`src/rtl/serial_comparator_der_izq_pkg.sv`:
```
// Shared definitions for the serial right-to-left magnitude comparator:
// FSM encoding and bit positions inside the captured mode register.
package serial_comparator_der_izq_pkg;

  typedef enum logic [1:0] {
    IDLE = 2'd0,
    RUN  = 2'd1,
    DONE = 2'd2
  } state_t;

  localparam int MODE_LE     = 0;
  localparam int MODE_SIGNED = 1;
  localparam int MODE_W      = 2;

endpackage

```
`src/rtl/serial_comparator_der_izq_cell.sv`:
```
// One bit of the LSB-first "A below B" recurrence; inv swaps operand
// polarity so the two's-complement sign bit compares the other way round.
module comparator_cell (
  input  logic p_in,
  input  logic a_i,
  input  logic b_i,
  input  logic inv,
  output logic p_out
);

  logic w_a, w_b;

  assign w_a   = a_i ^ inv;
  assign w_b   = b_i ^ inv;
  // A higher differing bit decides; equal bits pass the lower verdict through.
  assign p_out = (~w_a & w_b) | (p_in & (~w_a | w_b));

endmodule

```
`src/rtl/serial_comparator_der_izq.sv`:
```
// Multi-cycle A<B / A<=B comparator walking DIGIT bits per clock from LSB
// to MSB, with start/busy/done handshake and signed/unsigned modes.
module serial_comparator_der_izq
  import serial_comparator_der_izq_pkg::*;
#(
  parameter int WIDTH = 8,
  parameter int DIGIT = 1
) (
  input  logic             clk,
  input  logic             rst_n,
  input  logic             start,
  input  logic [WIDTH-1:0] a,
  input  logic [WIDTH-1:0] b,
  input  logic             mode_le,
  input  logic             signed_mode,
  output logic             busy,
  output logic             done,
  output logic             z
);

  localparam int K  = WIDTH / DIGIT;
  localparam int CW = (K > 1) ? $clog2(K) : 1;

  generate
    if (WIDTH < 2) begin : g_chk_width
      $error("serial_comparator_der_izq: WIDTH must be >= 2");
    end
    if (DIGIT < 1 || (WIDTH % DIGIT) != 0) begin : g_chk_digit
      $error("serial_comparator_der_izq: DIGIT must divide WIDTH");
    end
  endgenerate

  state_t            r_state, w_state_nxt;
  logic [WIDTH-1:0]  r_a, r_b;
  logic [MODE_W-1:0] r_mode;
  logic [CW-1:0]     r_cnt;
  logic              r_p, r_busy, r_done, r_z;
  logic              w_last, w_accept;
  logic [DIGIT:0]    w_p;

  assign w_last   = (r_cnt == CW'(K - 1));
  assign w_accept = (r_state != RUN) && (w_state_nxt == RUN);

  always_ff @(posedge clk or negedge rst_n) begin
    if (!rst_n) r_state <= IDLE;
    else        r_state <= w_state_nxt;
  end

  always_comb begin
    w_state_nxt = IDLE;
    case (r_state)
      IDLE:    w_state_nxt = start ? RUN : IDLE;
      RUN:     w_state_nxt = w_last ? DONE : RUN;
      DONE:    w_state_nxt = start ? RUN : IDLE;
      default: w_state_nxt = IDLE;
    endcase
  end

  // Digit chain: the sign-bit swap applies only to the top bit of the last digit.
  assign w_p[0] = r_p;
  generate
    for (genvar i = 0; i < DIGIT; i++) begin : g_cell
      logic w_inv;
      if (i == DIGIT - 1) begin : g_top
        assign w_inv = r_mode[MODE_SIGNED] & w_last;
      end else begin : g_low
        assign w_inv = 1'b0;
      end
      comparator_cell u_cell (
        .p_in  (w_p[i]),
        .a_i   (r_a[i]),
        .b_i   (r_b[i]),
        .inv   (w_inv),
        .p_out (w_p[i+1])
      );
    end
  endgenerate

  always_ff @(posedge clk or negedge rst_n) begin
    if (!rst_n) begin
      r_a    <= '0;
      r_b    <= '0;
      r_mode <= '0;
      r_cnt  <= '0;
      r_p    <= 1'b0;
      r_busy <= 1'b0;
      r_done <= 1'b0;
      r_z    <= 1'b0;
    end else begin
      r_busy <= (w_state_nxt == RUN);
      r_done <= (w_state_nxt == DONE);
      if (w_accept) begin
        r_a    <= a;
        r_b    <= b;
        r_mode <= {signed_mode, mode_le};
        r_cnt  <= '0;
        // Empty lower slice counts as equal, so <= starts true and < starts false.
        r_p    <= mode_le;
      end else if (r_state == RUN) begin
        r_a <= r_a >> DIGIT;
        r_b <= r_b >> DIGIT;
        r_p <= w_p[DIGIT];
        if (w_last) r_z   <= w_p[DIGIT];
        else        r_cnt <= r_cnt + CW'(1);
      end
    end
  end

  assign busy = r_busy;
  assign done = r_done;
  assign z    = r_z;

endmodule
```
`config.mk`:
```
export PLATFORM = sky130hd
export DESIGN_NAME = serial_comparator_der_izq
export DESIGN_NICKNAME = d
export VERILOG_FILES = /design/src/rtl/serial_comparator_der_izq_pkg.sv /design/src/rtl/serial_comparator_der_izq_cell.sv /design/src/rtl/serial_comparator_der_izq.sv
export SDC_FILE = /design/constraint.sdc
export NUM_CORES = 1
export LEC_CHECK = 0
export ABC_AREA = 1
export CAP_MARGIN = 25
export CORE_UTILIZATION = 40
export CTS_CLUSTER_SIZE = 14
export DETAILED_ROUTE_END_ITERATION = 8
export DONT_BUFFER_PORTS = 1
export GPL_TIMING_DRIVEN = 0
export PLACE_DENSITY = 0.54
export SLEW_MARGIN = 20
export SYNTH_ARGS = -nofsm -noshare
export SYNTH_HDL_FRONTEND = slang
export SYNTH_SLANG_ARGS = --single-unit
```
`constraint.sdc`:
```
create_clock -name clk -period 1.6 [get_ports clk]
set_input_delay 0.48 -clock clk [delete_from_list [all_inputs] [get_ports clk]]
set_output_delay 0.48 -clock clk [all_outputs]
set_load 0.02 [all_outputs]
```
==> flow_summary.ini, run 1 <==
[final_layout]
utilization = 0.464
final_cell_mix = nand2_1 (57), dfrtp_1 (26), nand3_1 (18)
num-fill-cells = 316
layout.cells.non_filler = 193
final_area_um2 = 1420
area_growth_pct = 10.8
drive_above_1_share = 0.195
final_common_cell = nand2_1
layout.nets = 174
antenna_cells = 0

[sta]
fin_hold_ws_ps = 255
setup_viol = 0
fin_tns_setup_ps = 0
rsz0062_at_grt = no
period_minus_slack_ps = 1350
fin_crit_sh = 0.846
worstMarginPinSlew_ps = 247
fmax_ghz = 0.738
slew_headroom = 0.835
fin_skew_ps = 0.600
final_max_slew_viol_count = 0
hold_violations = 0

[setup_path]
crit_path_frequent_cell = nand2_1
max_stage_delay_ps = 430
cp.required_ps = 1830
crit_slowest_cell = dfrtp_1
worst_ep_arrival_time_ps = 1590
cp_max_fo = 3
cp-end-kind = flop
cp.depth = 8
reg2reg_slack_ps = 250
r2r-end = r_p
path_buf_inv = 0
rr_startpoint = r_cnt[0]
cp_cell_sequence = ha_1 -> ha_1 -> nand2_1 -> nand2_1 -> nand2_1 -> nand2_1 -> nand2_1 -> nand2_1
path_delay_family = adder cells
crit_type = flop to flop
ff2ff_path_depth = 8
critPathLaunchType = flop

[floorplanning]
die_area_um2 = 3430
die_h_um = 58.5
floorplan.die.width_um = 58.5
num_io_pins = 24
start_util = 0.419
rows = 20
core_um2 = 3050

[logic_synthesis]
syn-num-nets = 167
netlist_top_cells_area = dfrtp_1 (51%), nand2_1 (17%), nand3_2 (7.8%)
synth_top_area_frac = 0.509
ys_seq_elements = 26
ys_warn_count = 0
ys_seq_area_frac = 0.509
synth.distinct_cells = 17
synthCells = 143
yosys.area.top_type = dfrtp_1
synth.cell_area_um2 = 1280
syn_avg_cell_area_um2 = 8.94

[clocking]
clockRootBuffer = clkbuf_4
cts_tree = done
h-tree-depth = 1
clkLatencyLatePin_ps = 320
cts_resized = 0
cts_made_buffers = 3
clkTransAtPathRegs_ps = 140
cts.sinks = 26
post_cts_buffers = 0
cts.path.max_buffers = 2

[min_path]
min_path_type = primary input to flop
whs_path_depth = 2
hold_start = signed_mode
min_to = r_mode[1]

[detailed_routing]
first_iter_violations = 36
drc = 0
m1WireLength_um = 1050
wl_met3_um = 76
dr_wl_met2_um = 1160
drt_pass1_iterations = 4
routed_via_density = 4.81
antenna_left = 0
routedWlPerCell_um = 12.0
wl_um = 2310
routed.top_layer = met4
vias = 929

[grt]
track_usage = 0.159
grt_pass1_vias = 915
grt_max_degree = 27
grt-ovfl-total = 0
antenna_found_initial = 0
grt_pass1_wl_um = 4110

[place]
dp.cells = 187
dpl_cell_area_um2 = 1330
port-buffer-count = 0
gp_congestion = 0.726
dp_hpwl_um = 1650

[power_and_ir_drop]
peakVddDrop_uv = 741
p_per_area_nw_per_um2 = 1860
p_leak_nw = 0.730

[flow_run]
maxCapViolCount = 0

[outcome]
status = finished, final reports clean
[routing by layer]
metal  up-vias  global-route usage
met3         4              0.0220
met2        16               0.284
met1       441               0.194
met4         0              0.0612
met5         -                   0
li1        468                   -
[cell type report]
type	count	area (µm²)	area share
sequential	26	651	0.459
multi-input combinational	102	534	0.377
buffer	6	60.1	0.0424
tap	44	55.1	0.0389
inverter	9	33.8	0.0239
clock inverter	1	30.0	0.0212
timing repair buffer	2	30.0	0.0212
clock buffer	3	22.5	0.0159
[synth_stat cells, drive strengths merged]
library cell / count
buf: 6
o21ai: 4
o211ai: 2
nand2: 61
inv: 9
ha: 3
dfrtp: 26
nand3: 28
nor2: 4
[timing repair]
action,CTS,global route
hold buffers,2,0
setup endpoints to repair,0,0
endpoints found under the hold margin,26,0
[cells by family after synthesis]
logic type / Yosys count / synth area share
AND/OR/NAND/NOR: 93 / 0.361
flip-flops: 26 / 0.509
buffers and inverters: 15 / 0.0734
adder cells (fa/ha/maj): 3 / 0.0294
AO/OA/AOI/OAI: 6 / 0.0274
[flip-flops by register name, indices dropped and copies added, names as in the netlist]
| signal | count |
|---|---|
| z | 1 |
| r_p | 1 |
| r_cnt | 3 |
| busy | 1 |
| r_b | 8 |
| done | 1 |
| r_a | 8 |
| r_state | 2 |
| r_mode | 1 |
[through the flow]
step	setup WS, ps	power (W)
final	246	0.00263
after global routing	122	0.00288
after CTS	237	0.00268
after detailed placement	261	0.00220
after global placement	281	0.00216
after floorplan	355	0.00198
[how the worst max path moves through the flow]
stage               startpoint  endpoint  slack, ps
floorplan             r_cnt[0]       r_p        350
global placement      r_cnt[0]         z        280
detailed placement    r_cnt[0]       r_p        260
CTS                   r_cnt[0]       r_p        240
global route          r_cnt[0]         z        120
finish                r_cnt[0]       r_p        250
[power breakdown]
group	switching (W)	leakage, nW	internal (W)	total, W
logic	0.000607	0.376	0.000434	0.00104
clock network	0.000201	0.0279	0.000253	0.000454
registers	0.000193	0.326	0.000940	0.00113
(Power assumes the default switching activity.)
==> inputs of run 2 (changes only) <==
--- a/config.mk
+++ b/config.mk
@@ -12,7 +12,7 @@
 export DETAILED_ROUTE_END_ITERATION = 8
 export DONT_BUFFER_PORTS = 1
 export GPL_TIMING_DRIVEN = 0
-export PLACE_DENSITY = 0.54
+export PLACE_DENSITY = 0.56
 export SLEW_MARGIN = 20
 export SYNTH_ARGS = -nofsm -noshare
 export SYNTH_HDL_FRONTEND = slang
==> constraint.sdc (replaced) <==
create_clock -name clk -period 1.2 [get_ports clk]
set_input_delay 0.36 -clock clk [delete_from_list [all_inputs] [get_ports clk]]
set_output_delay 0.36 -clock clk [all_outputs]
set_load 0.02 [all_outputs]
==> run 2 against run 1 <==
  * The run now ends with negative setup slack left
  * Routed wire length grew 8.5%
  * Core utilization grew 1.4 points
  * Clock skew grew 2.3 ps
  * Global-route usage grew 1.5 points
  * Critical endpoint unchanged
==> flow_summary.ini, run 2 (synthesized netlist as in run 1, its figures left out) <==
[clocking]
h-tree-depth = 1
cts.sinks = 26
cts_tree = done
clkLatencyLatePin_ps = 330
clockRootBuffer = clkbuf_4
cts.path.max_buffers = 2
cts_made_buffers = 3
clkTransAtPathRegs_ps = 140

[floorplanning]
start_util = 0.419
floorplan.die.width_um = 58.5
die_h_um = 58.5
num_io_pins = 24
core_um2 = 3050
rows = 20
die_area_um2 = 3430

[power_and_ir_drop]
p_leak_nw = 0.735
intPower_w = 0.00225
combPwrFrac = 0.413
p_per_area_nw_per_um2 = 2520
netSwitchingFraction = 0.389
clkPwrFrac = 0.166
seqPwrFrac = 0.421
peakVddDrop_uv = 715
p_sw_w = 0.00143

[flow_run]
maxCapViolCount = 0

[sta]
fin_crit_sh = 1.02
worstMarginPinSlew_ps = 246
period_minus_slack_ps = 1220
fin_tns_setup_ps = -27.8
final_max_slew_viol_count = 0
fmax_ghz = 0.820
rsz0062_at_grt = yes
fin_ws_ps = -19.3
slew_headroom = 0.836
fin_skew_ps = 2.91
setup_viol = 2
hold_violations = 0

[outcome]
violations = negative setup slack
status = finished, violations left

[final_layout]
final_common_cell = nand2_1
layout.nets = 175
num-fill-cells = 316
area_growth_pct = 14.1
final_cell_mix = nand2_1 (56), dfrtp_1 (26), nand3_1 (18)
drive_above_1_share = 0.220
utilization = 0.478
largestRegisters = r_a (8), r_b (8), r_cnt (3)
antenna_cells = 0

[detailed_routing]
drc = 0
routedWlPerCell_um = 12.9
wl_um = 2510
drt_pass1_iterations = 7
first_iter_violations = 72
vias = 968
routed_via_density = 4.99
antenna_left = 0

[place]
dp_hpwl_um = 1780
gp_congestion = 0.746
port-buffer-count = 0

[setup_path]
ff2ff_path_depth = 8
worst_ep_arrival_time_ps = 1460
critPathLaunchType = flop
cp.required_ps = 1440
crit_type = flop to flop
cp_max_fo = 3
cp-end-kind = flop

[grt]
grt-ovfl-total = 0
track_usage = 0.174
antenna_found_initial = 0
top_usage_layer = met2
grt_pass1_vias = 1016
use_met2 = 0.317
grt_pass1_wl_um = 4440
gr-usage-met1 = 0.196
grt_max_degree = 27
met3_usage = 0.0374

[min_path]
min_path_type = primary input to flop
whs_path_depth = 2
[run 2: metal layers]
layer / part of all wire / routed length [µm]
met5: 0 / 0
met4: 0.015 / 37
met2: 0.51 / 1290
met3: 0.052 / 130
met1: 0.42 / 1050
[run 2: repair_timing]
action	in CTS	in global routing
pin swaps	2	1
resized for setup	3	4
hold endpoints to repair	26	0
endpoints found under the setup margin	5	16
hold buffers	2	0
setup buffers	1	1
[run 2: power groups by stage]
stage	clock network, W	logic (W)	registers [W]
after global placement	0	0.00137	0.00153
after floorplan	0	0.00116	0.00149
after CTS	0.000630	0.00151	0.00156
after detailed placement	0	0.00142	0.00155
final	0.000612	0.00152	0.00155
after global routing	0.000665	0.00176	0.00159
[run 2: cell type report]
| type | instances | area [µm²] | share of cell area |
|---|---|---|---|
| buffer | 5 | 52.6 | 0.0360 |
| clock buffer | 3 | 22.5 | 0.0154 |
| clock inverter | 1 | 30.0 | 0.0206 |
| inverter | 9 | 36.3 | 0.0249 |
| multi-input combinational | 102 | 567 | 0.389 |
| sequential | 26 | 651 | 0.446 |
| tap | 44 | 55.1 | 0.0377 |
| timing repair buffer | 4 | 45.0 | 0.0309 |
[run 2: critical path: stages (launching register included)]
cell and delay (ps):
dfrtp_1 440, ha_4 190, ha_4 170, nand2_2 60, nand2_1 50, nand2_1 50
nand2_1 60, nand2_1 60, nand2_1 50
[run 2: final timing paths]
kind                            slack [ps]         from        end
worst min register to register         520       r_a[2]     r_a[1]
max in group asynchronous              610        rst_n          z
min in group asynchronous              450        rst_n     r_b[3]
worst min-delay path                   130  signed_mode  r_mode[1]
worst max register to register         -20     r_cnt[1]        r_p
worst max-delay path                   -20     r_cnt[1]        r_p
[run 2: through the flow]
step	area (µm²)	total power [W]	instances	hold slack [ps]	setup slack [ps]
after CTS	1450	0.00370	194	123	-17.6
after global placement	1340	0.00290	187	65.2	-68.4
after global routing	1460	0.00402	194	124	-59.9
after detailed placement	1340	0.00297	187	65.2	-84.1
final	1460	0.00368	194	133	-19.3
after floorplan	1280	0.00265	143	64.4	23.0
